$ cat config.mk
export PLATFORM = sky130hd
export DESIGN_NAME = shift_add_multiplier
export DESIGN_NICKNAME = d
export VERILOG_FILES = /design/src/rtl/shift_add_multiplier.sv
export SDC_FILE = /design/constraint.sdc
export NUM_CORES = 1
export LEC_CHECK = 0
export ABC_CLOCK_PERIOD_IN_PS = 2100
export CAP_MARGIN = 0
export CORE_UTILIZATION = 45
export DETAILED_ROUTE_END_ITERATION = 10
export DONT_BUFFER_PORTS = 1
export GPL_ROUTABILITY_DRIVEN = 0
export PLACE_DENSITY = 0.67
export SETUP_SLACK_MARGIN = 0.1
export SYNTH_ARGS = -nofsm -noshare
export SYNTH_HDL_FRONTEND = slang
export SYNTH_SLANG_ARGS = --single-unit
$ cat constraint.sdc
create_clock -name clk -period 2.1 [get_ports clk]
set_input_delay 0.315 -clock clk [delete_from_list [all_inputs] [get_ports clk]]
set_output_delay 0.315 -clock clk [all_outputs]
set_load 0.02 [all_outputs]
$ cat src/rtl/shift_add_multiplier.sv
// shift_add_multiplier
// Sequential unsigned shift-and-add multiplier. A start pulse in IDLE loads
// the operands; the FSM then alternates one ADD step and one SHIFT step per
// multiplier bit and writes the 2N-bit product on the final SHIFT.
//
// Ports:
//   clk          clock, all state changes on the rising edge
//   rst          asynchronous active-low reset
//   start        request, only honoured in IDLE
//   multiplicand operand M (N bits), captured in LOAD
//   multiplier   operand Q (N bits), captured in LOAD
//   product      registered 2N-bit result, holds the last completed result
//   done         one-cycle strobe in the cycle after product is written
//   busy         high while in LOAD, ADD or SHIFT
module shift_add_multiplier #(
    parameter int N = 4
) (
    input  logic           clk,
    input  logic           rst,
    input  logic           start,
    input  logic [N-1:0]   multiplicand,
    input  logic [N-1:0]   multiplier,
    output logic [2*N-1:0] product,
    output logic           done,
    output logic           busy
);

    localparam int CW = $clog2(N + 1);
    localparam logic [CW-1:0] N_CNT = CW'(N);

    typedef enum logic [2:0] {
        IDLE  = 3'd0,
        LOAD  = 3'd1,
        ADD   = 3'd2,
        SHIFT = 3'd3,
        DONE  = 3'd4
    } state_t;

    state_t          state_r;
    state_t          state_next_s;
    logic [N:0]      a_r;
    logic [N-1:0]    q_r;
    logic [N-1:0]    m_r;
    logic [CW-1:0]   count_r;
    logic [CW-1:0]   count_inc_s;
    logic [N:0]      add_s;
    logic [2*N:0]    shift_s;
    logic            last_s;
    logic [2*N-1:0]  product_r;
    logic            done_r;
    logic            busy_r;

    // Datapath helpers: the add keeps its carry in A[N]; the shift moves the
    // whole {A,Q} pair right with a zero entering A[N].
    always_comb begin
        count_inc_s = count_r + CW'(1);
        last_s      = (count_inc_s == N_CNT);
        add_s       = {1'b0, a_r[N-1:0]} + {1'b0, m_r};
        shift_s     = {1'b0, a_r, q_r[N-1:1]};
    end

    // Next-state logic.
    always_comb begin
        state_next_s = state_r;
        case (state_r)
            IDLE: begin
                if (start) begin
                    state_next_s = LOAD;
                end else begin
                    state_next_s = IDLE;
                end
            end
            LOAD:  state_next_s = ADD;
            ADD:   state_next_s = SHIFT;
            SHIFT: begin
                if (last_s) begin
                    state_next_s = DONE;
                end else begin
                    state_next_s = ADD;
                end
            end
            DONE:    state_next_s = IDLE;
            default: state_next_s = IDLE;
        endcase
    end

    // State register plus done/busy, registered from the next-state decode so
    // they line up exactly with the state they describe.
    always_ff @(posedge clk or negedge rst) begin
        if (!rst) begin
            state_r <= IDLE;
            done_r  <= 1'b0;
            busy_r  <= 1'b0;
        end else begin
            state_r <= state_next_s;
            done_r  <= (state_next_s == DONE);
            busy_r  <= (state_next_s == LOAD) || (state_next_s == ADD) ||
                       (state_next_s == SHIFT);
        end
    end

    // A/Q/M/count datapath and product register.
    always_ff @(posedge clk or negedge rst) begin
        if (!rst) begin
            a_r       <= '0;
            q_r       <= '0;
            m_r       <= '0;
            count_r   <= '0;
            product_r <= '0;
        end else begin
            case (state_r)
                LOAD: begin
                    m_r     <= multiplicand;
                    q_r     <= multiplier;
                    a_r     <= '0;
                    count_r <= '0;
                end
                ADD: begin
                    if (q_r[0]) begin
                        a_r <= add_s;
                    end else begin
                        a_r <= a_r;
                    end
                end
                SHIFT: begin
                    a_r     <= shift_s[2*N:N];
                    q_r     <= shift_s[N-1:0];
                    count_r <= count_inc_s;
                    if (last_s) begin
                        product_r <= shift_s[2*N-1:0];
                    end else begin
                        product_r <= product_r;
                    end
                end
                default: begin
                    a_r <= a_r;
                end
            endcase
        end
    end

    assign product = product_r;
    assign done    = done_r;
    assign busy    = busy_r;

endmodule

Word-level counts from Yosys, hierarchy flattened

Index checks and enable logic that the tools add are counted.

Word-level logic and storage cells: 33
Register bits: 29

Add/subtract/negate cells: 2
Multiplexer cells: 7
Reductions and logical operators: 7
Eq/ne operators: 9

Operators with widths:

| operator                                       | number |
|---|---|
| one-hot mux 5 bit (3 select lines)             | 1 |
| == test 3 x 2 -> 1 bit (second input constant) | 4 |
| one-hot mux 3 bit (4 select lines)             | 1 |
| one-hot mux 4 bit (2 select lines)             | 1 |
| == test 3 x 1 -> 1 bit (second input constant) | 2 |
| == test 3 bit (second input constant)          | 2 |
| one-hot mux 3 bit (2 select lines)             | 1 |
| adder 4 x 4 -> 5 bit                           | 1 |
| 2-to-1 mux 5 bit                               | 1 |
| AND reduction 2 bit                            | 2 |
| adder 3 x 1 -> 3 bit (second input constant)   | 1 |
| logical NOT 3 bit                              | 1 |
| 2-to-1 mux 3 bit                               | 1 |
| nonzero test 3 bit                             | 1 |
| logical OR 1 bit                               | 2 |
| != test 2 bit (second input constant)          | 1 |
| nonzero test 2 bit                             | 1 |
| 2-to-1 mux 1 bit                               | 1 |

Logic depth before layout (Yosys ltp)

Depth after elaboration: 7
Depth in mapped cells: 6
Mapped depth without buffers: 6

Least setup slack after synthesis

OpenSTA, ideal clock, no wires.

Path kind: register to register
From: register a_r[0]
To: register a_r[4]
Data required time: 1973 ps
Stages on the path, launching flop included: 7
Path slack: 491 ps
Arrival: 1482 ps
Setup time: 127 ps
Cell sequence: dfrtp_1 ha_1 fa_1 a21o_1 a21oi_1 o31a_1 o21ai_0

Cells in the longest elaborated chain, start to end: 3

RTL lines:

| element                            | RTL line | source |
|---|---|---|
| from (decl)                        | 41       | `logic [N:0] a_r;` |
| from (signal assigned)             | 120      | `a_r <= add_s;` |
| from (signal assigned)             | 122      | `a_r <= a_r;` |
| from (signal assigned)             | 126      | `a_r <= shift_s[2*N:N];` |
| adder 4 x 4 -> 5 bit               | 58       | `add_s = {1'b0, a_r[N-1:0]} + {1'b0, m_r};` |
| 2-to-1 mux 5 bit                   | 119      | `if (q_r[0]) begin` |
| one-hot mux 5 bit (3 select lines) | 111      | `case (state_r)` |

Every way passes these cells. The select of a mux whose other input is x is not followed.
A chain may end at the register's enable or synchronous reset.

Worst setup path in the final report

Same ends and word-level chain as after synthesis.

==> impl_metrics.tcl <==
set metrics [dict create \
    status "finished, final reports clean" \
    cts_sinks 29 \
    setup_violations 0 \
    area_growth_pct 8.39 \
    grt_first_pass_wirelength_um 4060 \
    power_mw 2.43 \
    worstPathArrival_ps 1970 \
    crit_chain "ha_1, fa_1, a21o_1, a21oi_1, o31a_1, o21ai_0" \
    drive_above_1_share 0.200 \
    p_clk_frac 0.160 \
    cts-resized-gates 0 \
    async_reset_ff_frac 1.00 \
    initial_utilization 0.483 \
    worst_slew_pin_slew_ps 466 \
    dp.cells 141 \
    clk_path_buf_depth 2 \
    worstHoldPathType "primary input to register" \
    worst_setup_path_start_kind "register" \
    final_nets 137 \
    worst-endpoint-required_ps 2300 \
    finalClockSkew_ps 4.01 \
    grt_pass1_vias 875 \
    p_per_area_nw_per_um2 1670 \
    power.switching_uw 973 \
    grt_antenna_before_repair 0 \
    maxCapViolCount 0 \
    fin_crit_sh 0.845 \
    pre_cts_ws_ps 354 \
    cts-buffers-inserted 5 \
    worstSetupPathType "register to register" \
    die-area_um2 3210 \
    comb_power_share 0.368 \
    yosysMostFrequentCell "dfrtp_1" \
    wl_um 2360 \
    multiInputGateArea_um2 572 \
    internal_power_mw 1.46 \
    drt-initial-drc-count 18 \
    syn_inst 114 \
    ff2ff_path_depth 6 \
    yosysUniqueCellTypes 30 \
    grt-ovfl-total 0 \
    dr.pass1.iters 4 \
    critical-path-max-stage-delay_ps 420 \
    core_um2 2780 \
    cts_tree "yes" \
    syn-num-nets 132 \
    synthTopCellsByCount "dfrtp_1, nand2_1, mux2_2, o21ai_0" \
    fin_cells 151 \
    synth_top_area_share 0.541 \
    cp_num_buf_inv 0 \
    synth-seq-cells 29 \
    seq_area_um2 726 \
    clk_pin_slew_worst_paths_ps 90 \
    die_h_um 56.6 \
    tns_ps 0 \
    seqPwrFrac 0.472 \
    cp_slowest_cell "dfrtp_1" \
    wl_per_cell_um 15.6 \
    hold_viol_final 0 \
    grt_setup_unrepaired "no" \
    layout_setup_ws_ps 326 \
    relSlewSlack 0.688 \
    path_max_fanout 4 \
    yosys.area.top_type "dfrtp_1" \
    htree_levels 2 \
    worst-path-stages 6 \
    syn_area_per_cell_um2 11.8 \
    drc 0 \
    min_path_cells 1 \
    worstSetupEndpointType "register" \
    rows 19 \
    ant_nets 0 \
    grt_max_degree 30 \
    syn_area_um2 1340 \
    swShare 0.400 \
    slew_violations 0 \
    dp_hpwl_um 1620 \
    ir_drop_mv 1.00 \
    antenna_cells 0 \
    ys.flop_type "dfrtp_1" \
    layout_min_cycle_time_ps 1770 \
    regToRegSetupSlack_ps 330 \
    leakage_nw 0.708 \
    fp.dieW_um 56.6 \
    vias 858 \
    port_buffers 0 \
    crit_family "adder cells" \
    grt_usage 0.170 \
    viasPerCell 5.68 \
    fmax_ghz 0.564 \
    cts_root_buffer "clkbuf_4" \
    fillers 265 \
    ys_seq_area_frac 0.541 \
    synth.area.top_cells "dfrtp_1, mux2_2, ha_1" \
    io-pin-count 21 \
    clk_latency_ps 330 \
    yosysWarnings 0 \
    synth_enable_flop_cells 0 \
]
## stage by stage
stage               utilization  instance area (um2)  hold slack, ps
detailed placement        0.487                 1360            20.2
finish                    0.523                 1460             133
CTS                       0.523                 1460             130
global placement          0.487                 1360            20.2
global route              0.523                 1460             111
floorplan                     -                 1340            19.4
## power groups by stage
stage | clock network [mW] | logic (mW) | registers [mW]
detailed placement | 0 | 0.877 | 1.16
finish | 0.389 | 0.893 | 1.15
global route | 0.424 | 1.02 | 1.19
global placement | 0 | 0.837 | 1.15
CTS | 0.399 | 0.900 | 1.15
floorplan | 0 | 0.801 | 1.06
## sequential cells by signal, indices dropped and copies added, names as in the netlist
signal / flops
done: 1
state_r: 3
m_r: 4
count_r: 3
q_r: 4
product: 8
busy: 1
a_r: 5
## cell families after synthesis
group | count (synthesis) | synth area share
AO/OA/AOI/OAI | 23 | 0.102
XOR/XNOR | 1 | 0.00652
adder cells (fa/ha/maj) | 7 | 0.0708
buffers and inverters | 8 | 0.0335
flip-flops | 29 | 0.541
multiplexers | 16 | 0.130
AND/OR/NAND/NOR | 30 | 0.117
## layout by cell type (no fill, tap or decap), types with 2 or more instances in the layout
cell type  count
mux2_2        11
clkbuf_8       2
nor2_1         6
mux2i_1        4
clkbuf_4       5
a22oi_1        2
dfrtp_1       29
ha_1           6
inv_1          3
nand3_1        2
nand2_1       13
a21oi_1        6
o21ai_0       10
## what timing repair did
item,4_1_cts,5_1_grt
endpoints found under the setup margin,0,0
setup buffers,0,0
hold buffers,2,0
endpoints found under the hold margin,29,0
## layer usage
metal | vias up | part of all wire | GRT usage
met3 | 6 | 0.059 | 0.0760
met2 | 25 | 0.48 | 0.259
li1 | 408 | - | -
met1 | 419 | 0.44 | 0.212
met5 | - | 0 | 0
met4 | 0 | 0.014 | 0.0662
## layout make-up
| cell class | count | share of cell area |
|---|---|---|
| repair buffers | 3 | 0.0258 |
| multi-input cells | 77 | 0.393 |
| well taps | 31 | 0.0267 |
| clock inverters | 1 | 0.00344 |
| inverters | 3 | 0.00774 |
| clock buffers | 7 | 0.0447 |
| flip-flops and latches | 29 | 0.499 |
## path summary, 6_finish.rpt
| kind | start | endpoint |
|---|---|---|
| max | a_r[0] | a_r[4] |
| max reg2reg | a_r[0] | a_r[4] |
| max in group asynchronous | rst | m_r[3] |
| min reg2reg | q_r[1] | q_r[1] |
| min | multiplicand[3] | m_r[3] |
| min in group asynchronous | rst | product[0] |
(Power assumes the default switching activity.)
